**src/rtl/audio_pkg.sv**
```systemverilog
// audio_pkg: shared audio types and I2S frame constants.
// Used by the mixer, the serializer and the upstream sample sources.
package audio_pkg;

  localparam int SAMPLE_W    = 16;
  localparam int FRAME_CNT_W = 11;
  localparam int SLOT_MSB    = 1;
  localparam int SLOT_LSB    = 16;

  typedef logic signed [SAMPLE_W-1:0] sample_t;

endpackage

```
**src/rtl/i2s_serializer.sv**
```systemverilog
// i2s_serializer: frame counter, DAC clock decode and I2S data shifter.
// Outputs are registered from the next count so they line up with cnt.
module i2s_serializer
  import audio_pkg::*;
#(
  parameter int WORD_W = 16
) (
  input  logic              clk,
  input  logic              rst,
  input  logic [WORD_W-1:0] word,
  output logic              sample_tick,
  output logic              mclk,
  output logic              sclk,
  output logic              lrck,
  output logic              sdin
);

  localparam int IW = $clog2(WORD_W);

  logic [FRAME_CNT_W-1:0] cnt;
  logic [FRAME_CNT_W-1:0] cnt_nx;
  logic                   run;
  logic [WORD_W-1:0]      word_q;
  logic [4:0]             slot_nx;
  logic [IW-1:0]          idx;
  logic                   bit_nx;

  // The first edge after reset presents cnt == 0 without advancing.
  always_comb begin
    cnt_nx  = run ? cnt + FRAME_CNT_W'(1) : cnt;
    slot_nx = cnt_nx[9:5];
    idx     = IW'(WORD_W - int'(slot_nx));
    bit_nx  = 1'b0;
    if (int'(slot_nx) >= SLOT_MSB &&
        int'(slot_nx) <= SLOT_LSB)
      bit_nx = word_q[idx];
  end

  always_ff @(posedge clk or negedge rst) begin
    if (!rst) begin
      cnt         <= '0;
      run         <= 1'b0;
      word_q      <= '0;
      sample_tick <= 1'b0;
      mclk        <= 1'b0;
      sclk        <= 1'b0;
      lrck        <= 1'b0;
      sdin        <= 1'b0;
    end else begin
      run         <= 1'b1;
      cnt         <= cnt_nx;
      if (run && cnt == '0)
        word_q <= word;
      sample_tick <= (cnt_nx == '0);
      mclk        <= cnt_nx[1];
      sclk        <= cnt_nx[4];
      lrck        <= cnt_nx[10];
      sdin        <= bit_nx;
    end
  end

endmodule

```
**src/rtl/audio_mixer_i2s.sv**
```systemverilog
// audio_mixer_i2s: saturating BGM+SFX mix with volume/mute, I2S out.
// Define AUDIO_MIXER_DUCK_EN to halve BGM while an effect is non-zero.
module audio_mixer_i2s
  import audio_pkg::*;
#(
  parameter int SAMPLE_W = 16,
  parameter int VOL_W    = 3
) (
  input  logic                       clk,
  input  logic                       rst,
  input  logic signed [SAMPLE_W-1:0] bgm_sample,
  input  logic signed [SAMPLE_W-1:0] sfx_sample,
  input  logic        [VOL_W-1:0]    volume,
  input  logic                       mute,
  output logic                       sample_tick,
  output logic                       mclk,
  output logic                       sclk,
  output logic                       lrck,
  output logic                       sdin
);

  logic signed [SAMPLE_W-1:0] bgm_eff;
  logic signed [SAMPLE_W:0]   sum;
  logic                       ovf;
  logic signed [SAMPLE_W-1:0] sat;
  logic signed [SAMPLE_W-1:0] shifted;
  logic        [SAMPLE_W-1:0] mixed;

`ifdef AUDIO_MIXER_DUCK_EN
  assign bgm_eff = (sfx_sample != '0) ?
                   (bgm_sample >>> 1) : bgm_sample;
`else
  assign bgm_eff = bgm_sample;
`endif

  assign sum = {bgm_eff[SAMPLE_W-1], bgm_eff} +
               {sfx_sample[SAMPLE_W-1], sfx_sample};

  // Sign bits disagree only when the 16-bit range was exceeded.
  assign ovf = sum[SAMPLE_W] ^ sum[SAMPLE_W-1];
  assign sat = ovf ?
    {sum[SAMPLE_W], {(SAMPLE_W-1){~sum[SAMPLE_W]}}} :
    sum[SAMPLE_W-1:0];

  assign shifted = sat >>> volume;
  assign mixed   = mute ? '0 : shifted;

  i2s_serializer #(
    .WORD_W(SAMPLE_W)
  ) u_ser (
    .clk        (clk),
    .rst        (rst),
    .word       (mixed),
    .sample_tick(sample_tick),
    .mclk       (mclk),
    .sclk       (sclk),
    .lrck       (lrck),
    .sdin       (sdin)
  );

endmodule

```
**config.mk**
```make
export PLATFORM = sky130hd
export DESIGN_NAME = audio_mixer_i2s
export DESIGN_NICKNAME = d
export VERILOG_FILES = /design/src/rtl/audio_pkg.sv /design/src/rtl/i2s_serializer.sv /design/src/rtl/audio_mixer_i2s.sv
export SDC_FILE = /design/constraint.sdc
export NUM_CORES = 1
export LEC_CHECK = 0
export CAP_MARGIN = 15
export CORE_MARGIN = 10
export CORE_UTILIZATION = 25
export CTS_CLUSTER_DIAMETER = 120
export DETAILED_ROUTE_END_ITERATION = 10
export DONT_BUFFER_PORTS = 1
export PLACE_DENSITY_LB_ADDON = 0.05
export SKIP_CTS_REPAIR_TIMING = 1
export SLEW_MARGIN = 20
export SYNTH_ARGS = -nofsm -noshare
export SYNTH_HDL_FRONTEND = slang
export SYNTH_SLANG_ARGS = --single-unit
```
**constraint.sdc**
```tcl
create_clock -name clk -period 3.1 [get_ports clk]
set_input_delay 0.155 -clock clk [delete_from_list [all_inputs] [get_ports clk]]
set_output_delay 0.155 -clock clk [all_outputs]
set_load 0.05 [all_outputs]
```
### Word level (Yosys, flattened, before mapping)

Index checks and enable logic that the tools add are counted.

* bits in registers: 33
* output and inout port bits: 5
* input bits: 38
* logic and storage cells: 27

* add/subtract/negate cells: 3
* reduce and logical (&&, ||, !) cells: 4
* shift-type cells: 1
* bitwise gates (word level): 2
* muxes and demuxes: 6
* $lt $le $gt $ge: 3

Operator list (number)
* $mux 16: 2
* $logic_not 11->1: 2
* $add 16x16->17: 1
* $sshr 16x3->16: 1
* $add 11x1->11 const B: 1
* $mux 11: 1
* $ge 5x1->1 const B: 1
* $le 5x5->1 const B: 1
* $lt 4x5->1 const B: 1
* $bmux 1 s4: 1
* $sub 1x4->4 const A: 1
* $logic_and 1x1->1: 2
* $mux 1: 2
* $not 1->1: 1
* $xor 1x1->1: 1

### Longest topological paths before layout

* depth in word-level cells: 6
* gate-level depth with buffers: 12

### By module

Synthesis repeated with hierarchy kept, for this count alone.

* cells, all modules: 338
* area, all modules: 3163.0 um^2

Modules (own cells, without submodules)
* audio_mixer_i2s: seq. area each 0.0 um^2, cells an instance 225, area an instance 1605.3 um^2, times used 1
* i2s_serializer: seq. area each 750.7 um^2, cells an instance 113, area an instance 1557.7 um^2, times used 1

### Least setup slack after synthesis

Ideal clock, no wire load.

* path type: reg2reg
* from: register u_ser.cnt[1]
* to: register u_ser.sdin
* required time: 2.971 ns
* path slack: 0.336 ns
* stages on the path, launching flop included: 13
* library setup time: 0.129 ns
* arrival: 2.635 ns
* path through: dfrtp_1 -> ha_1 -> nand2_1 -> nor2_1 -> nand2_1 -> xnor2_1 -> inv_1 -> ha_1 -> xor2_1 -> mux4_2 -> nor2b_1 -> a211oi_1 -> a211oi_1

* longest elaborated chain between the ends: 6
* elaborated cells between the ends (all ways): 9

RTL lines
* start, declared: line i2s_serializer.sv:20 `logic [FRAME_CNT_W-1:0] cnt;`
* start signal, assigned: line i2s_serializer.sv:51 `cnt <= cnt_nx;`
* $add 11x1->11 *: line i2s_serializer.sv:30 `cnt_nx = run ? cnt + FRAME_CNT_W'(1) : cnt;`
* $mux 11 *: line i2s_serializer.sv:30
* via u_ser.cnt_nx[6]: line i2s_serializer.sv:21 `logic [FRAME_CNT_W-1:0] cnt_nx;`
* $sub 1x4->4: line i2s_serializer.sv:32 `idx = IW'(WORD_W - int'(slot_nx));`
* $bmux 1 s4: line i2s_serializer.sv:36 `bit_nx = word_q[idx];`
* $mux 1 (not written as such): line i2s_serializer.sv:36
* $mux 1 *: line i2s_serializer.sv:34 `if (int'(slot_nx) >= SLOT_MSB &&`
* via u_ser.bit_nx: line i2s_serializer.sv:26 `logic bit_nx;`
* end signal, assigned: line i2s_serializer.sv:58 `sdin <= bit_nx;`
* end, declared: line i2s_serializer.sv:15 `output logic sdin`

Mark *: on every way through the listed nets, which the timed path passes. The rest lies on a longest branch. The select of a mux whose other input is x is not followed.
A chain may end at the register's enable or synchronous reset.

### Final worst setup path

* from: register u_ser.cnt[0]
* to: register u_ser.sdin

The elaborated chain is that of the path after synthesis.

==> flow_summary.yaml <==
outcome:
  status: "finished, final reports clean"
cts:
  tritoncts: "done"
  cts_sinks: 30
  cts_buffer_depth: 2
  insertion_delay_ps: 270
  h-tree-depth: 2
  cts.reportedPaths.clkPinSlew_ps: 50
  cts-root-buf: "clkbuf_16"
  cts_buffers: 5
worst_setup_path:
  crit_path_start_kind: "flip-flop"
  path_max_fanout: 5
  r2r_setup_slack_ps: 390
  path_delay_family: "XOR/XNOR gates"
  critical_path.max_stage_delay_ps: 430
  worst-path-stages: 12
  path_cells: "ha_1 > nand2_1 > nor2_1 > nand2_1 > xnor2_1 > inv_1 > ha_1 > xor2_1 > buf_4 > mux4_2 > a211oi_1 > a211oi_1"
  crit_type: "flip-flop to flip-flop"
  cp.arrival_ps: 2860
  critPathRequiredTime_ps: 3250
  crit_path_end_kind: "flip-flop"
  cpMaxStageDelayCell: "dfrtp_1"
  r2r_cells: 12
  cp_num_buf_inv: 2
hold_path:
  holdPathStages: 1
  hold_path.class: "input pin to flip-flop"
sta:
  setup_ws_ps: 395
  hold_ws_ps: 35.4
  tightest_slew_ps: 574
  min_period_ps: 2710
  finalSetupViolCount: 0
  fmax_mhz: 370
  fin_skew_ps: 5.33
  hold_viol_final: 0
  finalSetupTns_ps: 0
  fin_crit_sh_pct: 87.3
  rsz0062_at_grt: "false"
  slew_headroom_pct: 61.5
  final-max-slew-violation-count: 0
final_layout:
  areaGrowthSynthToFinish_pct: 14.2
  fillCellCount: 1261
  fin_cells: 489
  drive_gt1_share_pct: 15.3
  n_antenna_cell: 0
  final_area_sq_mm: 0.00339
  nets: 404
  fin_util_pct: 29.4
pwr:
  power_leakage_nw: 1.44
  power.total_mw: 2.19
  peakVddDrop_uv: 172
  powerDensity_mw_per_mm2: 648
route:
  wl_um: 8600
  via_count: 2559
  drtIter0Drc: 158
  drt-pass1-iter-count: 4
  wire_per_inst_um: 17.6
  vias_per_cell: 5.23
  ant_nets: 0
  drcViolationCount: 0
floorplanning:
  initial_utilization_pct: 25.7
  die_h_um: 129
  io-pin-count: 43
  core_region_area_sq_mm: 0.0115
  dieWidth_um: 129
  die_area_sq_mm: 0.0166
  num_rows: 39
synthesis:
  synth_cell_types: 62
  synth_nets: 396
  synth-main-ff-cell: "dfrtp_1"
  synth_area_sq_mm: 0.00297
  synth_enable_flop_cells: 0
  ys_seq_area_share_pct: 25.3
  yosysTopAreaCell: "dfrtp_1"
  synthTopCellsByArea: "dfrtp_1, mux4_2, ha_1, xnor2_1, nand2_1"
  ys_warn_count: 0
  ys_ff_latch: 30
  synth_top_area_share_pct: 25.3
  syn_area_per_cell_sq_um: 8.80
  syn_inst: 337
  ys_async_sr_fraction_pct: 100
global_route:
  antenna_found_initial: 0
  grt_pass1_vias: 2702
  grt_pass1_wl_um: 14300
  grt_max_degree: 31
  track_usage_pct: 10.6
  grt_overflow: 0
place:
  dp_cells: 478
  io_buffers: 0
  hpwl_um: 6940
  dpl_cell_area_sq_mm: 0.00318
  gp_congestion: 0.719
  dpl_worst_slack_ps: 192
run:
  maxCapViolations: 0
path summary, 6_finish.rpt:
check	end	startpoint
setup / recovery	u_ser.sdin	u_ser.cnt[0]
hold / removal	u_ser.word_q[10]	volume[2]
setup reg to reg	u_ser.sdin	u_ser.cnt[0]
hold reg to reg	u_ser.word_q[2]	u_ser.word_q[2]
max in group asynchronous	u_ser.cnt[7]	rst
min in group asynchronous	u_ser.sample_tick	rst
cells in the mapped netlist, drive strengths merged, types with 4 or more instances:
library cell	count
a211oi	7
a31o	4
or2	4
a21oi	19
ha	20
buf	5
inv	10
nor2	27
o211ai	6
nand4	4
mux4	12
xor2	8
o31ai	4
o21ai	23
mux2i	6
nand3	14
nor3	10
clkbuf	10
and2	5
and3	5
nand2	32
dfrtp	30
a21o	12
xnor2	14
placed cells by master (no fill, tap or decap), types with 5 or more instances in the layout:
cell type	netlist	layout
nor2_1	27	27
and2_1	5	5
a21o_1	12	12
and3_1	5	5
xnor2_1	14	14
inv_1	10	10
clkbuf_16	0	5
ha_1	20	20
a21oi_1	18	18
nand3_1	14	14
o211ai_1	5	5
buf_4	0	13
mux2i_1	5	5
nor3_1	10	10
o21ai_0	18	18
mux4_2	12	12
dfrtp_1	30	30
xor2_1	8	8
nand2_1	32	32
a211oi_1	6	6
sequential cells by signal, indices dropped and copies added, names as in the netlist:
register           flops
u_ser.sdin             1
u_ser.word_q          16
u_ser.cnt             11
u_ser.sample_tick      1
u_ser.run              1
kinds of logic (layout without fill, tap and decap cells):
group / Yosys count / after routing / share of synthesized area (%)
AND/OR/NAND/NOR: 113 / 113 / 18.5
AO/OA/AOI/OAI: 101 / 101 / 24.1
flip-flops: 30 / 30 / 25.3
buffers and inverters: 27 / 36 / 3.59
adder cells (fa/ha/maj): 22 / 22 / 9.49
XOR/XNOR: 22 / 22 / 6.50
multiplexers: 21 / 21 / 12.4
other: 1 / 1 / 0.126
layout make-up:
class	instances	area (sq um)	share of cell area [%]
timing repair buffer	16	138	4.06
inverter	12	45.0	1.33
clock buffer	8	166	4.91
tap	143	179	5.28
multi-input combinational	280	2110	62.2
sequential	30	751	22.2
power breakdown:
group | internal (mW) | switching, mW | leakage, nW
Sequential | 0.533 | 0.130 | 0.391
Combinational | 0.459 | 0.537 | 0.967
Clock | 0.363 | 0.171 | 0.0832
layer usage:
layer / GRT usage [%] / routed length, um
met1: 13.0 / 3940
met2: 18.5 / 4230
met3: 2.30 / 350
met4: 2.27 / 80
met5: 0 / 0
worst register-to-register path, stage by stage, from the launching register on:
cell and delay, ps:
dfrtp_1 430, ha_1 200, nand2_1 90, nor2_1 200
nand2_1 90, xnor2_1 190, inv_1 90, ha_1 220
xor2_1 270, buf_4 190, mux4_2 310, a211oi_1 260
a211oi_1 70
(Power assumes the default switching activity.)
